==> config.mk <==
export PLATFORM = sky130hd
export DESIGN_NAME = load_store_unit_flat
export DESIGN_NICKNAME = d
export VERILOG_FILES = /design/src/rtl/load_store_unit_if.sv /design/src/rtl/load_store_unit.sv /design/src/flat_wrapper.sv
export SDC_FILE = /design/constraint.sdc
export NUM_CORES = 1
export LEC_CHECK = 0
export ABC_CLOCK_PERIOD_IN_PS = 4000
export CAP_MARGIN = 5
export CORE_UTILIZATION = 46
export CTS_BUF_LIST = sky130_fd_sc_hd__clkbuf_8
export CTS_CLUSTER_SIZE = 30
export DETAILED_ROUTE_END_ITERATION = 6
export PLACE_DENSITY_LB_ADDON = 0.12
export SYNTH_ARGS = -nofsm -noshare
export SYNTH_HDL_FRONTEND = slang
export SYNTH_SLANG_ARGS = --single-unit
==> constraint.sdc <==
create_clock -name clk -period 4 [get_ports clk]
set_clock_uncertainty 0.1 [all_clocks]
set_input_delay 0.4 -clock clk [delete_from_list [all_inputs] [get_ports clk]]
set_output_delay 0.4 -clock clk [all_outputs]
set_load 0.01 [all_outputs]
==> src/rtl/load_store_unit_if.sv <==
// Data-memory port of the load/store unit: req/ack handshake plus the
// word-aligned address, lane-replicated write data and byte strobes.
interface load_store_unit_if;
    logic        mem_req;
    logic        mem_we;
    logic [31:0] mem_addr;
    logic [31:0] mem_wdata;
    logic [3:0]  mem_wstrb;
    logic        mem_ack;
    logic [31:0] mem_rdata;

    // The LSU drives the request side and listens for ack/read data
    modport master (
        output mem_req,
        output mem_we,
        output mem_addr,
        output mem_wdata,
        output mem_wstrb,
        input  mem_ack,
        input  mem_rdata
    );

    // Memory model / interconnect side
    modport slave (
        input  mem_req,
        input  mem_we,
        input  mem_addr,
        input  mem_wdata,
        input  mem_wstrb,
        output mem_ack,
        output mem_rdata
    );
endinterface

==> src/rtl/load_store_unit.sv <==
// RV32I load/store unit: effective-address generation, width/alignment
// fault detection, one req/ack memory transaction per access with an
// optional ack timeout, and load-result extraction/extension.
module load_store_unit #(
    parameter int ACK_TIMEOUT = 255,
    parameter int CNT_W       = 8
) (
    input  logic        clk,
    input  logic        rst,
    input  logic        start,
    input  logic        is_store,
    input  logic [2:0]  funct3,
    input  logic [31:0] base_addr,
    input  logic [31:0] offset,
    input  logic [31:0] store_data,
    output logic        busy,
    output logic        done,
    output logic [31:0] load_data,
    output logic [1:0]  fault,
    load_store_unit_if.master mem
);

    // FSM encoding
    localparam logic [1:0] ST_IDLE = 2'd0;
    localparam logic [1:0] ST_REQ  = 2'd1;
    localparam logic [1:0] ST_DONE = 2'd2;

    // Fault codes reported alongside done
    localparam logic [1:0] FLT_OK      = 2'b00;
    localparam logic [1:0] FLT_MISALGN = 2'b01;
    localparam logic [1:0] FLT_ILLEGAL = 2'b10;
    localparam logic [1:0] FLT_TIMEOUT = 2'b11;

    // RV32I width codes
    localparam logic [2:0] F3_B  = 3'b000;
    localparam logic [2:0] F3_H  = 3'b001;
    localparam logic [2:0] F3_W  = 3'b010;
    localparam logic [2:0] F3_BU = 3'b100;
    localparam logic [2:0] F3_HU = 3'b101;

    // Timeout fires on the REQ cycle where the counter has already counted
    // ACK_TIMEOUT-1 ack-less cycles, so mem_req is high exactly ACK_TIMEOUT cycles.
    localparam bit              TO_EN     = (ACK_TIMEOUT != 0);
    localparam int              TO_LAST_I = (ACK_TIMEOUT > 0) ? ACK_TIMEOUT - 1 : 0;
    localparam logic [CNT_W-1:0] TO_LAST  = TO_LAST_I[CNT_W-1:0];

    // Architectural state
    logic [1:0]       state_q, state_d;
    logic [CNT_W-1:0] cnt_q, cnt_d;
    logic [1:0]       addr_lo_q, addr_lo_d;
    logic [2:0]       funct3_q, funct3_d;
    logic             is_store_q, is_store_d;
    logic [1:0]       fault_q, fault_d;
    logic [31:0]      load_data_q, load_data_d;

    // Registered memory-port outputs, held stable for the whole REQ phase
    logic             mem_req_q, mem_req_d;
    logic             mem_we_q, mem_we_d;
    logic [31:0]      mem_addr_q, mem_addr_d;
    logic [31:0]      mem_wdata_q, mem_wdata_d;
    logic [3:0]       mem_wstrb_q, mem_wstrb_d;

    // Decode of the incoming request (only meaningful in IDLE)
    logic [31:0] eff_addr;
    logic        f3_illegal;
    logic        f3_misaligned;
    logic [1:0]  start_fault;
    logic [3:0]  lane_hit;
    logic [3:0]  store_strb;
    logic [31:0] store_wdata;

    // Load extraction
    logic [7:0]  rd_bytes [4];
    logic [7:0]  byte_sel;
    logic [15:0] half_sel;
    logic [31:0] load_ext;
    logic        timeout_hit;

    assign eff_addr = base_addr + offset;

    // Per-lane byte decode: one-hot lane select for SB strobes and the
    // byte slices of the read word for load extraction
    genvar gi;
    generate
        for (gi = 0; gi < 4; gi++) begin : g_lane
            assign lane_hit[gi] = (eff_addr[1:0] == 2'(gi));
            assign rd_bytes[gi] = mem.mem_rdata[8*gi +: 8];
        end
    endgenerate

    // Width legality is decided first; alignment only matters for a legal width
    always_comb begin
        f3_illegal = 1'b0;
        if (is_store) begin
            f3_illegal = !(funct3 == F3_B || funct3 == F3_H || funct3 == F3_W);
        end else begin
            f3_illegal = !(funct3 == F3_B || funct3 == F3_H || funct3 == F3_W ||
                           funct3 == F3_BU || funct3 == F3_HU);
        end

        case (funct3[1:0])
            2'b01:   f3_misaligned = eff_addr[0];
            2'b10:   f3_misaligned = (eff_addr[1:0] != 2'b00);
            default: f3_misaligned = 1'b0;
        endcase

        if (f3_illegal) begin
            start_fault = FLT_ILLEGAL;
        end else if (f3_misaligned) begin
            start_fault = FLT_MISALGN;
        end else begin
            start_fault = FLT_OK;
        end
    end

    // Store lane replication and byte strobes; loads never write any byte
    always_comb begin
        case (funct3[1:0])
            2'b00: begin
                store_wdata = {4{store_data[7:0]}};
                store_strb  = lane_hit;
            end
            2'b01: begin
                store_wdata = {2{store_data[15:0]}};
                store_strb  = eff_addr[1] ? 4'b1100 : 4'b0011;
            end
            default: begin
                store_wdata = store_data;
                store_strb  = 4'b1111;
            end
        endcase
        if (!is_store) begin
            store_strb = 4'b0000;
        end
    end

    // Pick the addressed byte/halfword of the read word and extend it
    always_comb begin
        byte_sel = rd_bytes[addr_lo_q];
        half_sel = addr_lo_q[1] ? mem.mem_rdata[31:16] : mem.mem_rdata[15:0];
        case (funct3_q)
            F3_B:    load_ext = {{24{byte_sel[7]}}, byte_sel};
            F3_H:    load_ext = {{16{half_sel[15]}}, half_sel};
            F3_W:    load_ext = mem.mem_rdata;
            F3_BU:   load_ext = {24'h000000, byte_sel};
            F3_HU:   load_ext = {16'h0000, half_sel};
            default: load_ext = 32'h0000_0000;
        endcase
    end

    assign timeout_hit = TO_EN && (cnt_q == TO_LAST);

    // Next-state logic for the IDLE -> REQ -> DONE sequence
    always_comb begin
        state_d     = state_q;
        cnt_d       = cnt_q;
        addr_lo_d   = addr_lo_q;
        funct3_d    = funct3_q;
        is_store_d  = is_store_q;
        fault_d     = fault_q;
        load_data_d = load_data_q;
        mem_req_d   = mem_req_q;
        mem_we_d    = mem_we_q;
        mem_addr_d  = mem_addr_q;
        mem_wdata_d = mem_wdata_q;
        mem_wstrb_d = mem_wstrb_q;

        case (state_q)
            ST_IDLE: begin
                if (start) begin
                    addr_lo_d  = eff_addr[1:0];
                    funct3_d   = funct3;
                    is_store_d = is_store;
                    if (start_fault != FLT_OK) begin
                        // Faulted accesses never reach the memory port
                        state_d     = ST_DONE;
                        fault_d     = start_fault;
                        load_data_d = 32'h0000_0000;
                    end else begin
                        state_d     = ST_REQ;
                        cnt_d       = '0;
                        mem_req_d   = 1'b1;
                        mem_we_d    = is_store;
                        mem_addr_d  = {eff_addr[31:2], 2'b00};
                        mem_wdata_d = store_wdata;
                        mem_wstrb_d = store_strb;
                    end
                end
            end

            ST_REQ: begin
                // Ack takes priority over a timeout expiring on the same cycle
                if (mem.mem_ack) begin
                    state_d     = ST_DONE;
                    mem_req_d   = 1'b0;
                    fault_d     = FLT_OK;
                    load_data_d = is_store_q ? 32'h0000_0000 : load_ext;
                end else if (timeout_hit) begin
                    state_d     = ST_DONE;
                    mem_req_d   = 1'b0;
                    fault_d     = FLT_TIMEOUT;
                    load_data_d = 32'h0000_0000;
                end else if (TO_EN) begin
                    cnt_d = cnt_q + 1'b1;
                end
            end

            ST_DONE: begin
                state_d = ST_IDLE;
            end

            default: begin
                state_d   = ST_IDLE;
                mem_req_d = 1'b0;
            end
        endcase
    end

    // State registers; reset abandons any in-flight access without a done
    always_ff @(posedge clk) begin
        if (rst) begin
            state_q     <= ST_IDLE;
            cnt_q       <= '0;
            addr_lo_q   <= 2'b00;
            funct3_q    <= 3'b000;
            is_store_q  <= 1'b0;
            fault_q     <= FLT_OK;
            load_data_q <= 32'h0000_0000;
            mem_req_q   <= 1'b0;
            mem_we_q    <= 1'b0;
            mem_addr_q  <= 32'h0000_0000;
            mem_wdata_q <= 32'h0000_0000;
            mem_wstrb_q <= 4'b0000;
        end else begin
            state_q     <= state_d;
            cnt_q       <= cnt_d;
            addr_lo_q   <= addr_lo_d;
            funct3_q    <= funct3_d;
            is_store_q  <= is_store_d;
            fault_q     <= fault_d;
            load_data_q <= load_data_d;
            mem_req_q   <= mem_req_d;
            mem_we_q    <= mem_we_d;
            mem_addr_q  <= mem_addr_d;
            mem_wdata_q <= mem_wdata_d;
            mem_wstrb_q <= mem_wstrb_d;
        end
    end

    assign busy          = (state_q != ST_IDLE);
    assign done          = (state_q == ST_DONE);
    assign fault         = fault_q;
    assign load_data     = load_data_q;
    assign mem.mem_req   = mem_req_q;
    assign mem.mem_we    = mem_we_q;
    assign mem.mem_addr  = mem_addr_q;
    assign mem.mem_wdata = mem_wdata_q;
    assign mem.mem_wstrb = mem_wstrb_q;

endmodule

==> src/flat_wrapper.sv <==
// flat-port wrapper written by rule: the top's interface ports become plain ports
module load_store_unit_flat 
#(
    parameter int ACK_TIMEOUT = 255,
    parameter int CNT_W       = 8
)
  (clk, rst, start, is_store, funct3, base_addr, offset, store_data, busy, done, load_data, fault, mem_mem_req, mem_mem_we, mem_mem_addr, mem_mem_wdata, mem_mem_wstrb, mem_mem_ack, mem_mem_rdata);
  load_store_unit_if mem_i ();
  input  logic clk;
  input  logic rst;
  input  logic start;
  input  logic is_store;
  input  logic [2:0] funct3;
  input  logic [31:0] base_addr;
  input  logic [31:0] offset;
  input  logic [31:0] store_data;
  output logic busy;
  output logic done;
  output logic [31:0] load_data;
  output logic [1:0] fault;
  output wire logic [$bits(mem_i.mem_req)-1:0] mem_mem_req;
  output wire logic [$bits(mem_i.mem_we)-1:0] mem_mem_we;
  output wire logic [$bits(mem_i.mem_addr)-1:0] mem_mem_addr;
  output wire logic [$bits(mem_i.mem_wdata)-1:0] mem_mem_wdata;
  output wire logic [$bits(mem_i.mem_wstrb)-1:0] mem_mem_wstrb;
  input wire logic [$bits(mem_i.mem_ack)-1:0] mem_mem_ack;
  input wire logic [$bits(mem_i.mem_rdata)-1:0] mem_mem_rdata;
  assign mem_mem_req = mem_i.mem_req;
  assign mem_mem_we = mem_i.mem_we;
  assign mem_mem_addr = mem_i.mem_addr;
  assign mem_mem_wdata = mem_i.mem_wdata;
  assign mem_mem_wstrb = mem_i.mem_wstrb;
  assign mem_i.mem_ack = mem_mem_ack;
  assign mem_i.mem_rdata = mem_mem_rdata;
  load_store_unit #(.ACK_TIMEOUT(ACK_TIMEOUT), .CNT_W(CNT_W)) u_core (.clk(clk), .rst(rst), .start(start), .is_store(is_store), .funct3(funct3), .base_addr(base_addr), .offset(offset), .store_data(store_data), .busy(busy), .done(done), .load_data(load_data), .fault(fault), .mem(mem_i));
endmodule
Yosys cells after proc, flatten, opt, wreduce, memory -nomap -nowiden:

Cells that the tools add are included.

* bits in registers: 118

* muxes and demuxes: 39
* bitwise operators: 3
* reductions and logical operators: 21
* $lt $le $gt $ge: 1
* equality and inequality tests: 22
* add/sub/neg operators: 2

Operators by type and width (count)
* 2-to-1 mux 32 bit: 5
* one-hot mux 32 bit (5 select lines): 1
* one-hot mux 32 bit (2 select lines): 2
* 2-to-1 mux 8 bit: 6
* adder 32 bit: 1
* 2-to-1 mux 2 bit: 9
* binary-select mux 8 bit (select 2 bit): 1
* 2-to-1 mux 16 bit: 1
* one-hot mux 8 bit (2 select lines): 1
* == test 3 bit (second input constant): 4
* adder 8 x 1 -> 8 bit (second input constant): 1
* == test 2 bit (second input constant): 4
* == test 8 bit (second input constant): 1
* 2-to-1 mux 4 bit: 2
* inequality test 2 bit (second input constant): 4
* one-hot mux 2 bit (2 select lines): 2
* one-hot mux 4 bit (2 select lines): 1
* AND reduction 4 bit: 2
* nonzero test 2 bit: 4
* == test 2 x 1 -> 1 bit (second input constant): 3
* == test 3 x 1 -> 1 bit (second input constant): 2
* == test 3 x 2 -> 1 bit (second input constant): 2
* zero test 2 bit: 3
* zero test 3 bit: 2
* other kinds (13): 24

Depth between registers and ports, before layout:

* depth in word-level cells: 12
* depth in mapped cells: 11
* mapped depth without buffers: 10

Least setup slack after synthesis:

No wires, ideal clock.

* path kind: in2reg
* start point: in offset[0]
* end point: reg u_core.mem_addr_q[30] (netlist: u_core.mem.mem_addr[30])
* path slack: 1063 ps
* library setup time: 117 ps
* arrival: 2720 ps
* cell stages on the path: 10
* path buffers: 0
* cells stage by stage: ha_1 fa_1 a21o_1 a31o_1 a31oi_2 a211oi_2 o31ai_4 nor4_1 or4_1 a32o_1

* longest elaborated chain between the ends: 8

RTL lines
* start: declaration: RTL line flat_wrapper.sv:15 `input logic [31:0] offset;`
* adder 32 bit (*): RTL line load_store_unit.sv:79 `assign eff_addr = base_addr + offset;`
* nonzero test 2 bit: RTL line load_store_unit.sv:103 `2'b10: f3_misaligned = (eff_addr[1:0] != 2'b00);`
* one-hot mux 1 bit (2 select lines): RTL line load_store_unit.sv:101 `case (funct3[1:0])`
* 2-to-1 mux 1 bit: RTL line load_store_unit.sv:109 `end else if (f3_misaligned) begin`
* 2-to-1 mux 2 bit: RTL line load_store_unit.sv:107 `if (f3_illegal) begin`
* nonzero test 2 bit: RTL line load_store_unit.sv:174 `if (start_fault != FLT_OK) begin`
* inverter 1 bit (no source line)
* AND reduction 3 bit (no source line)
* end signal: assignment: RTL line load_store_unit.sv:244 `mem_addr_q <= mem_addr_d;`
* end: declaration: RTL line load_store_unit.sv:59 `logic [31:0] mem_addr_q, mem_addr_d;`

Every way passes the cells marked *; elsewhere a longest branch is shown, timed or not.
A chain may end at the register's enable or synchronous reset.

Worst setup path in the final report:

Same ends and word-level chain as after synthesis.

==> metrics.cfg <==
[finish]
nNetsFinal=1237
drive_gt1_share_pct=4.92
fin_cells=1257
area_growth_pct=44.5
stdcell_area_um2=9510
num_antenna_cells=0

[run_status]
status=completed

[clock_tree]
cts_hold_buf=0
cts_buffers=17
cts_resized=0
clkLatencyLatePin_ns=0.43
cts_setup_buffers=0
cts-root-buf=clkbuf_8
cts.htree.levels=4
cts.sinks=118
cts.clk_slew.worst_paths_ns=0.07
cts_tree=built
cts_buffer_depth=2

[place]
placedCellCount=1225
place_area_um2=9090
globalplace.congestion=0.870
io_buffer_count=239
dp_hpwl_um=14700

[yosys]
netlist_instances=846
ys_seq_area_share_pct=35.9
ys_seq_elements=118
synth_most_common_cell=a21oi_1
ys_warn_count=0
synth_top_area_cell=dfxtp_1
synth-edff-count=0
synthTopCellsByCount=a21oi_1 (130), nor2_1 (119), dfxtp_1 (118)
synth.avg_cell_area_um2=7.79
synth-async-reset-ratio_pct=0
synthTopCellsByArea=dfxtp_1 (36%), a21oi_1 (9.9%), ha_1 (6.8%)
synth_ff_type=dfxtp_1
synth_top_area_share_pct=35.9
syn_area_um2=6590
ys_types=63

[grt]
grt_max_degree=76
grt_pass1_vias=6315
grt_remaining_overflow=0
antenna_found_initial=0
grt_usage_pct=26.8
grt_pass1_wl_um=31200

[drt]
first_pass_iters=5
viasPerCell=5.52
routed_wl_um=19800
ant_nets=0
route.met3.wl_um=1190
drc=0
wl_met2_um=9530
wire_per_inst_um=15.7
top_layer=met4
drt-initial-drc-count=475
via_count=6941
drt-met1-wl_um=8740

[sta]
hold_violations=0
relSlewSlack_pct=31.4
tns_ns=0
setup_viol=0
final_max_slew_viol_count=0
worst_pin_slew_ns=1.03
max_freq_mhz=322
period_needed_ns=3.11
rsz0062_at_grt=no
period_share_pct=77.7

[floorplanning]
fp-row-count=43
die_y_um=122
die_width_um=122
pin_count=242
core_um2=13900
die_area_um2=14800
start_util_pct=47.3

[setup_path]
crit_type=in -> reg
critPathMaxStageDelay_ns=0.48
crit_cells=11
endpoint_kind=flop
required_ns=4.23
critPathArrivalTime_ns=3.34
cp_cell_sequence=clkdlybuf4s50_1 -> ha_1 -> fa_1 -> a21o_1 -> a31o_1 -> a31oi_2 -> a211oi_2 -> o31ai_4 -> nor4_1 -> or4_1 -> a32o_1
path_delay_family=compound AO/OA/AOI/OAI gates
path_buf_inv=1
slowest_stage=or4_1
ff2ff_path_depth=6
cp_max_fo=3
start_kind=primary input

[power]
switching_share_pct=29.3
p_leak_uw=0.00360
power_frac_seq_pct=38.6
power_density_nw_per_um2=349
p_int_uw=2340
vdd.ir_drop.worst_mv=0.184
power_frac_comb_pct=26.8
power_frac_clock_pct=34.6
finalPower_uw=3320
power_switching_uw=973

[min_path]
worstHoldPathCells=2
hp-class=reg -> reg

[run]
max_cap_viol_count=0

-- per-layer routing --
| metal | vias to the layer above | global-route usage (%) |
|---|---|---|
| met4 | 0 | 9.57 |
| li1 | 3470 | - |
| met2 | 259 | 45.2 |
| met3 | 28 | 4.96 |
| met1 | 3184 | 34.0 |
| met5 | - | 0 |
-- registers in the layout, indices dropped and copies added, names as in the netlist --
register              flops
u_core.is_store_q         1
u_core.addr_lo_q          2
u_core.state_q            2
u_core.load_data         32
u_core.funct3_q           3
u_core.mem.mem_addr      30
u_core.mem.mem_we         1
u_core.mem.mem_req        1
u_core.mem.mem_wdata     32
u_core.cnt_q              8
u_core.mem.mem_wstrb      4
u_core.fault              2
-- power by group through the flow --
| stage | Clock (µW) | Combinational, µW | Sequential [µW] |
|---|---|---|---|
| 2_1_floorplan | 0 | 483 | 1320 |
| 3_3_place_gp | 0 | 873 | 1300 |
| 3_5_place_dp | 0 | 879 | 1300 |
| 4_1_cts | 1160 | 886 | 1280 |
| 5_1_grt | 1220 | 969 | 1290 |
| 6_report | 1150 | 889 | 1280 |
-- worst register-to-register path, delay by kind of cell, from the launching register on --
family | cells | cell delay, ns
AOI/OAI and AO/OA | 1 | 0.20
and+or+nand+nor | 5 | 1.84
DFF | 1 | 0.36
-- stage by stage --
step	hold WS (ns)	util, %	setup WS [ns]
CTS	0.357	68.3	0.933
global route	0.376	68.3	0.758
floorplan	0.362	-	1.06
detailed placement	0.347	65.3	0.459
finish	0.349	68.3	0.892
global placement	0.341	65.3	0.508
-- final timing paths --
path,start,endpoint,slack (ns)
setup reg to reg,u_core.state_q[0],u_core.mem.mem_addr[26],1.44
hold reg to reg,u_core.mem.mem_addr[8],u_core.mem.mem_addr[8],0.35
hold / removal,u_core.mem.mem_addr[8],u_core.mem.mem_addr[8],0.35
setup / recovery,offset[0],u_core.mem.mem_addr[30],0.89
-- layout by cell type, fill, tap and decap left out, types with 3 or more instances in the layout --
| cell type | instances |
|---|---|
| clkdlybuf4s50_1 | 238 |
| a21oi_1 | 130 |
| nor2_1 | 119 |
| dfxtp_1 | 118 |
| nand2_1 | 105 |
| ha_1 | 36 |
| a211oi_1 | 26 |
| o21ai_0 | 25 |
| clkbuf_8 | 21 |
| nand3_1 | 17 |
| xnor2_1 | 17 |
| a22o_1 | 17 |
| mux2i_1 | 16 |
| a22oi_1 | 15 |
| inv_1 | 14 |
| xor2_1 | 14 |
| buf_4 | 14 |
| nor3_1 | 11 |
| a21o_1 | 10 |
| o21ai_1 | 9 |
| a311oi_1 | 9 |
| nor2b_1 | 7 |
| nand4_1 | 7 |
| or3_1 | 6 |
| a31oi_1 | 5 |
| nand2b_1 | 5 |
| o21bai_1 | 4 |
| and3_1 | 4 |
| or2_1 | 3 |
| o211ai_1 | 3 |
| a32o_1 | 3 |
| or4_1 | 3 |
| clkinv_2 | 3 |
| bufinv_16 | 3 |
-- cell type report --
cell class                      count  area [µm²]
Tap cell                          180         225
Timing Repair Buffer              252        2490
Fill cell                        1213        4420
Clock buffer                       21         289
Inverter                           12        45.0
Multi-Input combinational cell    663        3970
Clock inverter                     11         131
Sequential cell                   118        2360
-- kinds of logic after synthesis --
| kind of cell | count (synthesis) | synth area share (%) |
|---|---|---|
| flip-flops | 118 | 35.9 |
| AO/OA/AOI/OAI | 276 | 26.3 |
| AND/OR/NAND/NOR | 299 | 19.5 |
| buffers and inverters | 66 | 4.03 |
| XOR/XNOR | 31 | 4.12 |
| other | 1 | 0.0569 |
| adder cells (fa/ha/maj) | 37 | 7.14 |
| multiplexers | 18 | 2.94 |
Note: power is estimated with default switching activity, not from simulation.
